===== src/rtl/hazard_stall_ctrl.sv =====
// rtl/hazard_stall_ctrl.sv - D-stage stall/flush controller with MDU busy tracking
//
// Purpose: raises a pipeline stall when the D-stage instruction needs an
// operand that E or M cannot supply in time (Tuse/Tnew rule), or when it
// needs the mult/div unit while that unit is busy or just being started.
// The stall freezes PC and F/D and clears D/E. A saturating counter records
// every stalled cycle.
//
// Ports:
//   clk, rst_n                  clock, asynchronous active-low reset
//   D_rs, D_rt                  source register fields of the D instruction
//   D_use_rs, D_use_rt          D instruction actually reads rs / rt
//   D_tuse_rs, D_tuse_rt        cycles until the operand is consumed
//   D_is_md                     D instruction touches the MDU
//   E_wa, E_tnew                E destination register and cycles to ready
//   M_wa, M_tnew                M destination register and cycles to ready
//   E_md_start, E_md_div        E starts the MDU this cycle; 1 = divide
//   F_hold, D_hold, E_flush     stall outputs (all equal)
//   md_busy                     MDU busy counter is nonzero
//   stall_cnt                   saturating count of stalled cycles
module hazard_stall_ctrl #(
    parameter int MULT_CYC = 5,
    parameter int DIV_CYC  = 10,
    parameter int CNT_W    = 32
) (
    input  logic             clk,
    input  logic             rst_n,
    input  logic [4:0]       D_rs,
    input  logic [4:0]       D_rt,
    input  logic             D_use_rs,
    input  logic             D_use_rt,
    input  logic [1:0]       D_tuse_rs,
    input  logic [1:0]       D_tuse_rt,
    input  logic             D_is_md,
    input  logic [4:0]       E_wa,
    input  logic [1:0]       E_tnew,
    input  logic [4:0]       M_wa,
    input  logic [1:0]       M_tnew,
    input  logic             E_md_start,
    input  logic             E_md_div,
    output logic             F_hold,
    output logic             D_hold,
    output logic             E_flush,
    output logic             md_busy,
    output logic [CNT_W-1:0] stall_cnt
);

    localparam logic [3:0] MULT_LOAD = 4'(MULT_CYC);
    localparam logic [3:0] DIV_LOAD  = 4'(DIV_CYC);
    localparam logic [CNT_W-1:0] CNT_ONE = {{(CNT_W-1){1'b0}}, 1'b1};

    logic [3:0] md_cnt;
    logic       rs_haz;
    logic       rt_haz;
    logic       md_haz;
    logic       stall;

    // A producer whose result is ready no later than the consumer needs it is
    // covered by forwarding; only tnew > tuse forces a stall. $0 never stalls.
    always_comb begin
        rs_haz = D_use_rs && (D_rs != 5'd0) &&
                 (((E_wa == D_rs) && (E_tnew > D_tuse_rs)) ||
                  ((M_wa == D_rs) && (M_tnew > D_tuse_rs)));
        rt_haz = D_use_rt && (D_rt != 5'd0) &&
                 (((E_wa == D_rt) && (E_tnew > D_tuse_rt)) ||
                  ((M_wa == D_rt) && (M_tnew > D_tuse_rt)));
        // The start cycle itself stalls too: the counter only becomes nonzero
        // on the following edge. MDU terms are forced off while in reset.
        md_haz = rst_n && D_is_md && (md_busy || E_md_start);
        stall  = rs_haz || rt_haz || md_haz;
    end

    assign F_hold  = stall;
    assign D_hold  = stall;
    assign E_flush = stall;
    assign md_busy = (md_cnt != 4'd0);

    // A start while busy cannot happen (the D stall blocks it), so it is
    // simply ignored rather than reloading the counter.
    always_ff @(posedge clk or negedge rst_n) begin
        if (!rst_n) begin
            md_cnt <= 4'd0;
        end else if (E_md_start && (md_cnt == 4'd0)) begin
            md_cnt <= E_md_div ? DIV_LOAD : MULT_LOAD;
        end else if (md_cnt != 4'd0) begin
            md_cnt <= md_cnt - 4'd1;
        end
    end

    always_ff @(posedge clk or negedge rst_n) begin
        if (!rst_n) begin
            stall_cnt <= '0;
        end else if (stall && (stall_cnt != '1)) begin
            stall_cnt <= stall_cnt + CNT_ONE;
        end
    end

endmodule


===== config.mk =====
export PLATFORM = sky130hd
export DESIGN_NAME = hazard_stall_ctrl
export DESIGN_NICKNAME = d
export VERILOG_FILES = /design/src/rtl/hazard_stall_ctrl.sv
export SDC_FILE = /design/constraint.sdc
export NUM_CORES = 1
export LEC_CHECK = 0
export ABC_AREA = 1
export CAP_MARGIN = 20
export CORE_MARGIN = 2
export CORE_UTILIZATION = 25
export CTS_CLUSTER_DIAMETER = 50
export DETAILED_ROUTE_END_ITERATION = 8
export GPL_TIMING_DRIVEN = 1
export HOLD_SLACK_MARGIN = 0.1
export PLACE_DENSITY = 0.49
export RECOVER_POWER = 25
export SETUP_SLACK_MARGIN = 0.02
export SYNTH_ARGS = -nofsm -noshare
export SYNTH_HDL_FRONTEND = slang
export SYNTH_SLANG_ARGS = --single-unit
export TNS_END_PERCENT = 100

===== constraint.sdc =====
create_clock -name clk -period 2.75 [get_ports clk]
set_input_delay 0.55 -clock clk [delete_from_list [all_inputs] [get_ports clk]]
set_output_delay 0.55 -clock clk [all_outputs]
set_load 0.005 [all_outputs]

### Word level (Yosys, flattened, before mapping)

Index checks and enable logic that the tools add are counted.

| word-level totals | value |
|---|---|
| register bits after elaboration | 36 |
| input port bits | 35 |
| output and inout port bits | 36 |
| word-level logic and storage cells | 38 |

| cells by class | value |
|---|---|
| eq/ne operators | 5 |
| $add $sub $neg | 2 |
| order comparisons | 4 |
| reductions and logical operators | 22 |
| mux-type cells | 3 |

Operators by type and width:

| operator | count |
|---|---|
| adder 32 x 1 -> 32 bit, second input constant | 1 |
| != test 32 bit, second input constant | 1 |
| == test 5 bit | 4 |
| logical AND 1 bit | 12 |
| two-way mux 4 bit | 3 |
| nonzero test 5 bit | 2 |
| greater-than comparator 2 bit | 4 |
| logical OR 1 bit | 5 |
| zero test 4 bit | 1 |
| nonzero test 4 bit | 1 |
| subtractor 4 x 1 -> 4 bit, second input constant | 1 |
| nonzero test 2 bit | 1 |

### Logic depth before layout (Yosys ltp)

| logic depth | value |
|---|---|
| word-level depth | 7 |
| depth in mapped cells | 15 |
| gate-level depth less buffers | 14 |

### Worst setup path before layout

Ideal clock, no wire load.

| path | value |
|---|---|
| path kind | input-to-output |
| from | in D_tuse_rs[1] |
| to | out E_flush |
| cell stages on the path | 13 |
| arrival | 1786 ps |
| path slack | 414 ps |
| buffers on the path | 2 |
| required time | 2200 ps |
| path through | inv_1 ha_1 nand2_1 inv_1 nor2_1 nand2_1 nor2_1 nand2_1 nand2_1 nand2_1 nand3_2 buf_2 buf_4 |

| between the ends | value |
|---|---|
| longest elaborated chain between the ends | 6 |
| elaborated cells on any way between the ends | 8 |
| classes of those cells | 2 x order compare; 6 x reduce/logical |

Ends and longest elaborated chain:

| item | RTL line | text |
|---|---|---|
| start, declared | 32 | `input logic [1:0] D_tuse_rs,` |
| greater-than comparator 2 bit (on tied branches) | 62, 63 |  |
| logical AND 1 bit (on tied branches) | 62, 63 |  |
| logical OR 1 bit * | 62 | `(((E_wa == D_rs) && (E_tnew > D_tuse_rs)) \|\|` |
| logical AND 1 bit * | 61 | `rs_haz = D_use_rs && (D_rs != 5'd0) &&` |
| logical OR 1 bit * (2 in series) | 70 | `stall = rs_haz \|\| rt_haz \|\| md_haz;` |
| end, declared | 43 | `output logic E_flush,` |

Mark *: on every way between the ends. The rest lies on a longest branch, timed or not.

### Worst setup path after layout

| path | value |
|---|---|
| from | in D_tuse_rt[1] |
| to | out D_hold |

| between the ends | value |
|---|---|
| longest elaborated chain between the ends | 6 |
| elaborated cells on any way between the ends | 8 |
| classes of those cells | 2 x order compare; 6 x reduce/logical |

Ends and longest elaborated chain:

| item | RTL line | text |
|---|---|---|
| start, declared | 33 | `input logic [1:0] D_tuse_rt,` |
| greater-than comparator 2 bit (on tied branches) | 65, 66 |  |
| logical AND 1 bit (on tied branches) | 65, 66 |  |
| logical OR 1 bit * | 65 | `(((E_wa == D_rt) && (E_tnew > D_tuse_rt)) \|\|` |
| logical AND 1 bit * | 64 | `rt_haz = D_use_rt && (D_rt != 5'd0) &&` |
| logical OR 1 bit * (2 in series) | 70 |  |
| end, declared | 42 | `output logic D_hold,` |

Marks and branches as above.

==> summary.md <==
| Metric | Value |
|---|---|
| End-of-flow core utilization | about a third |
| Post-route DRC violation count | 0 |
| Count of standard-cell rows | 39 |
| Start of the worst register-to-register path | stall_cnt[1] |
| Average size of a mapped cell | about 6.5 µm² |
| Post-layout instance area | 3970 µm² |
| Number of sinks driven by the clock tree | 36 |
| Worst reg2reg path endpoint | stall_cnt[21] |
| Fill cell instance count of the final layout | between 1000 and 1500 |
| Part of the Yosys area used for sequential elements | between 30% and 40% |
| Crit path capture type | output port |
| Period minus WS final | approximately 2600 ps |
| Post-CTS setup-driven buffer insertion count | 0 |
| Flop2flop setup slack | about 630 ps |
| Final net count | 571 |
| CP Data Required Time | around 2200 ps |
| Final setup TNS | 0 ps |
| Leading register cell type out of synthesis | sky130_fd_sc_hd__dfrtp_1 |
| Final HPWL from detailed placement | 6.73 mm |
| Hold Path Stages | 1 |
| Area occupied by multi-input gates | roughly 1800 µm² |
| Critical setup path kind | in -> out |
| Highest clock rate | around 380 MHz |
| Chip Width | ~110 µm |
| Share of Yosys cell area claimed by the top area cell type | 30.6% |
| Worst hold path type | reg -> reg |
| Pin count of the biggest net entering global routing | 37 |
| Initial core utilization | between 20% and 30% |
| Area leader, netlist | sky130_fd_sc_hd__dfrtp_1 |
| Number of hold violations in the final report | 0 |
| Placement-stage cell area | 3780 µm² |
| Finish-stage setup viols | 0 |
| Most common cell in the netlist | sky130_fd_sc_hd__nand2_1 |
| LEAKAGE | around 2.0 nW |
| Antenna diode instance count | 0 |
| WL per Instance | 12.7 µm |
| Layout cell share with drive strength beyond 1 | roughly 6.5% |
| Headroom to the max-slew limit | -30.0% |
| Arrival time at the worst endpoint | 2070 ps |
| P&R area growth vs syn | 34.7% |
| Remaining Overflow, GRT | 0 |
| Worst Max-Slew Pin Slew | slightly below 2000 ps |
| Pre-CTS setup slack | -315 ps |
| Die height | about 110 µm |
| Status | complete, but fails checks |
| Number of DRC markers in iteration 0 | 204 |
| Violated checks | max-capacitance violations, max-slew violations |
| Final clock period utilization by the worst path | between 90% and 100% |
| Total area of sequential cells | between 900 and 1000 µm² |
| Maximum fanout along the worst path | 4 |
| Crit path max-delay family | buffers and inverters |
| Final Skew | between 7 and 8 ps |
| Worst Hold Endpoint | md_cnt[0] |
| Std-Cell Core Area | 11500 µm² |
| Worst path cell trace | clkdlybuf4s50_1, inv_1, ha_1, nand2_1, nand3_1, nor2_1, nand3_1, nand2_1, nand2_1, nand3_4, buf_2 |
| VDD IR-drop max | between 150 and 200 µV |
| Number of enable flip-flop cells after synthesis | 0 |
| Count of input and output buffers | 70 |
| Clock latency on the worst-skew pair | about 280 ps |
| Flip-flop and latch count after synthesis | 36 |
| List of most frequent post-synthesis cells | sky130_fd_sc_hd__nand2_1 (175), sky130_fd_sc_hd__inv_1 (54), sky130_fd_sc_hd__nand3_1 (46) |
| Top area cells in the synthesized netlist | sky130_fd_sc_hd__dfrtp_1 (31%), sky130_fd_sc_hd__nand2_1 (22%), sky130_fd_sc_hd__nand3_1 (7.8%) |
| Synthesized netlist net count | between 500 and 600 |
| Initial antenna violation count | 0 |
| Cell variety after synth | 23 |
| Mapped Area | roughly 3000 µm² |
| Max-cap violation count | 1 |
| TritonRoute pass-1 iters | 4 |
| Ratio of total power to cell area | 452 nW/µm² |
| Clock tree root buffer cell | sky130_fd_sc_hd__clkbuf_16 |
| Hold Startpoint | md_cnt[0] |
| CP dominant cell by count | sky130_fd_sc_hd__nand2_1 |
| Number of buffers created by CTS | 5 |
| Count of non-filler cells in the finished layout | roughly 670 |
| Reg clk slew, reported paths | about 50 ps |
| Number of instances in the synthesized netlist | ~460 |
| Max H-tree Level | 2 |
| Max incr delay on CP | approximately 450 ps |
| First-pass GRT wire length | around 14 mm |
| Critical path depth in cells | 11 |
| Die Footprint | between 10000 and 15000 µm² |
| Final max-slew violation count | 37 |
| Worst hold margin | ~530 ps |
| DP Cell Count | about 660 |
| CP Buf/Inv Count | 3 |
| Final Routed Wirelength | 8.48 mm |
| R2R depth | 10 |
| Vias per Instance | 4.52 |
| Clock tree from TritonCTS | built |
| Total track usage | 13.7% |
| Cts hold-fix bufs | 0 |
| Crit start category | primary input |
| Unrepaired setup endpoints after global routing | false |
| DRT antenna net count | 0 |
| Weighted congestion at the end of routability-driven global placement | 0.843 |
| Longest Clk Path Bufs | 2 |
| Count of vias placed by the detailed router | between 3000 and 4000 |
| Critical Path Slowest Stage Cell | sky130_fd_sc_hd__clkdlybuf4s50_1 |
| Proportion of register bits with asynchronous set or reset after synthesis | 100% |
| Via count of the first global-routing pass | slightly above 3000 |
| Total power of the final layout | approximately 1.8 mW |
| Total number of yosys warnings | 0 |
| I/O Pins | between 70 and 80 |
| Least setup slack across all paths after layout | about 130 ps |
==> repair_timing <==
item,in CTS,in global routing
hold endpoints to repair,0,0
resized for setup,12,12
pin swaps,2,10
endpoints found under the setup margin,3,34
==> worst register-to-register path, stage by stage, from the launching register on <==
cell,delay (ps)
sky130_fd_sc_hd__dfrtp_1,440
sky130_fd_sc_hd__ha_1,280
sky130_fd_sc_hd__nand3_2,180
sky130_fd_sc_hd__nor3_2,240
sky130_fd_sc_hd__nand2_1,90
sky130_fd_sc_hd__nor2_2,120
sky130_fd_sc_hd__inv_2,240
sky130_fd_sc_hd__nand2_4,160
sky130_fd_sc_hd__buf_12,180
sky130_fd_sc_hd__nand2_1,70
sky130_fd_sc_hd__nand2_1,60
==> metal layers <==
layer	wire, µm	part of all wire (%)	track usage [%]
met2	4050	48	23.8
met3	441	5.2	2.65
met5	0	0	0
met1	3790	45	16.9
met4	200	2.4	5.04
==> registers in the layout (all words and copies together), names as in the netlist <==
name,cells
md_cnt,4
stall_cnt,32
==> how the worst max path moves through the flow <==
stage	start	to
after floorplan	D_tuse_rs[1]	E_flush
after global placement	D_tuse_rs[1]	F_hold
after detailed placement	D_tuse_rs[1]	E_flush
after CTS	D_tuse_rt[1]	D_hold
after global routing	D_tuse_rt[1]	F_hold
final	D_tuse_rt[1]	D_hold
==> where the power goes <==
part	switching, mW	internal, mW	leakage (nW)
Combinational	0.268	0.257	1.39
Sequential	0.0784	0.598	0.489
Clock	0.212	0.380	0.0760
Total	0.558	1.23	1.96
==> layout by cell type, fill, tap and decap left out, types with 5 or more instances in the layout <==
cell type and instances:
sky130_fd_sc_hd__clkdlybuf4s50_1 63, sky130_fd_sc_hd__xnor2_1 14, sky130_fd_sc_hd__nor2_2 5, sky130_fd_sc_hd__nand4_1 7, sky130_fd_sc_hd__nand3_1 45, sky130_fd_sc_hd__inv_2 6, sky130_fd_sc_hd__nor3_1 11, sky130_fd_sc_hd__clkbuf_16 5
sky130_fd_sc_hd__inv_1 52, sky130_fd_sc_hd__dfrtp_1 36, sky130_fd_sc_hd__xor2_1 21, sky130_fd_sc_hd__nand2_1 173, sky130_fd_sc_hd__ha_1 9, sky130_fd_sc_hd__nor2_1 44, sky130_fd_sc_hd__o21ai_0 5
==> final cells by class <==
cell class / instances / share of cell area [%]
Clock buffer: 7 / 3.85
Inverter: 58 / 5.49
Multi-Input combinational cell: 351 / 45.2
Sequential cell: 36 / 22.7
Tap cell: 143 / 4.51
Timing Repair Buffer: 73 / 18.3
==> cell families after synthesis <==
logic type	Yosys count	share of synthesized area [%]
compound gates	11	2.17
flops	36	30.6
fa+ha+maj	11	4.67
simple gates	294	42.1
buf+inv	69	10.1
xor+xnor	35	10.4
Note: power is estimated with default switching activity, not from simulation.
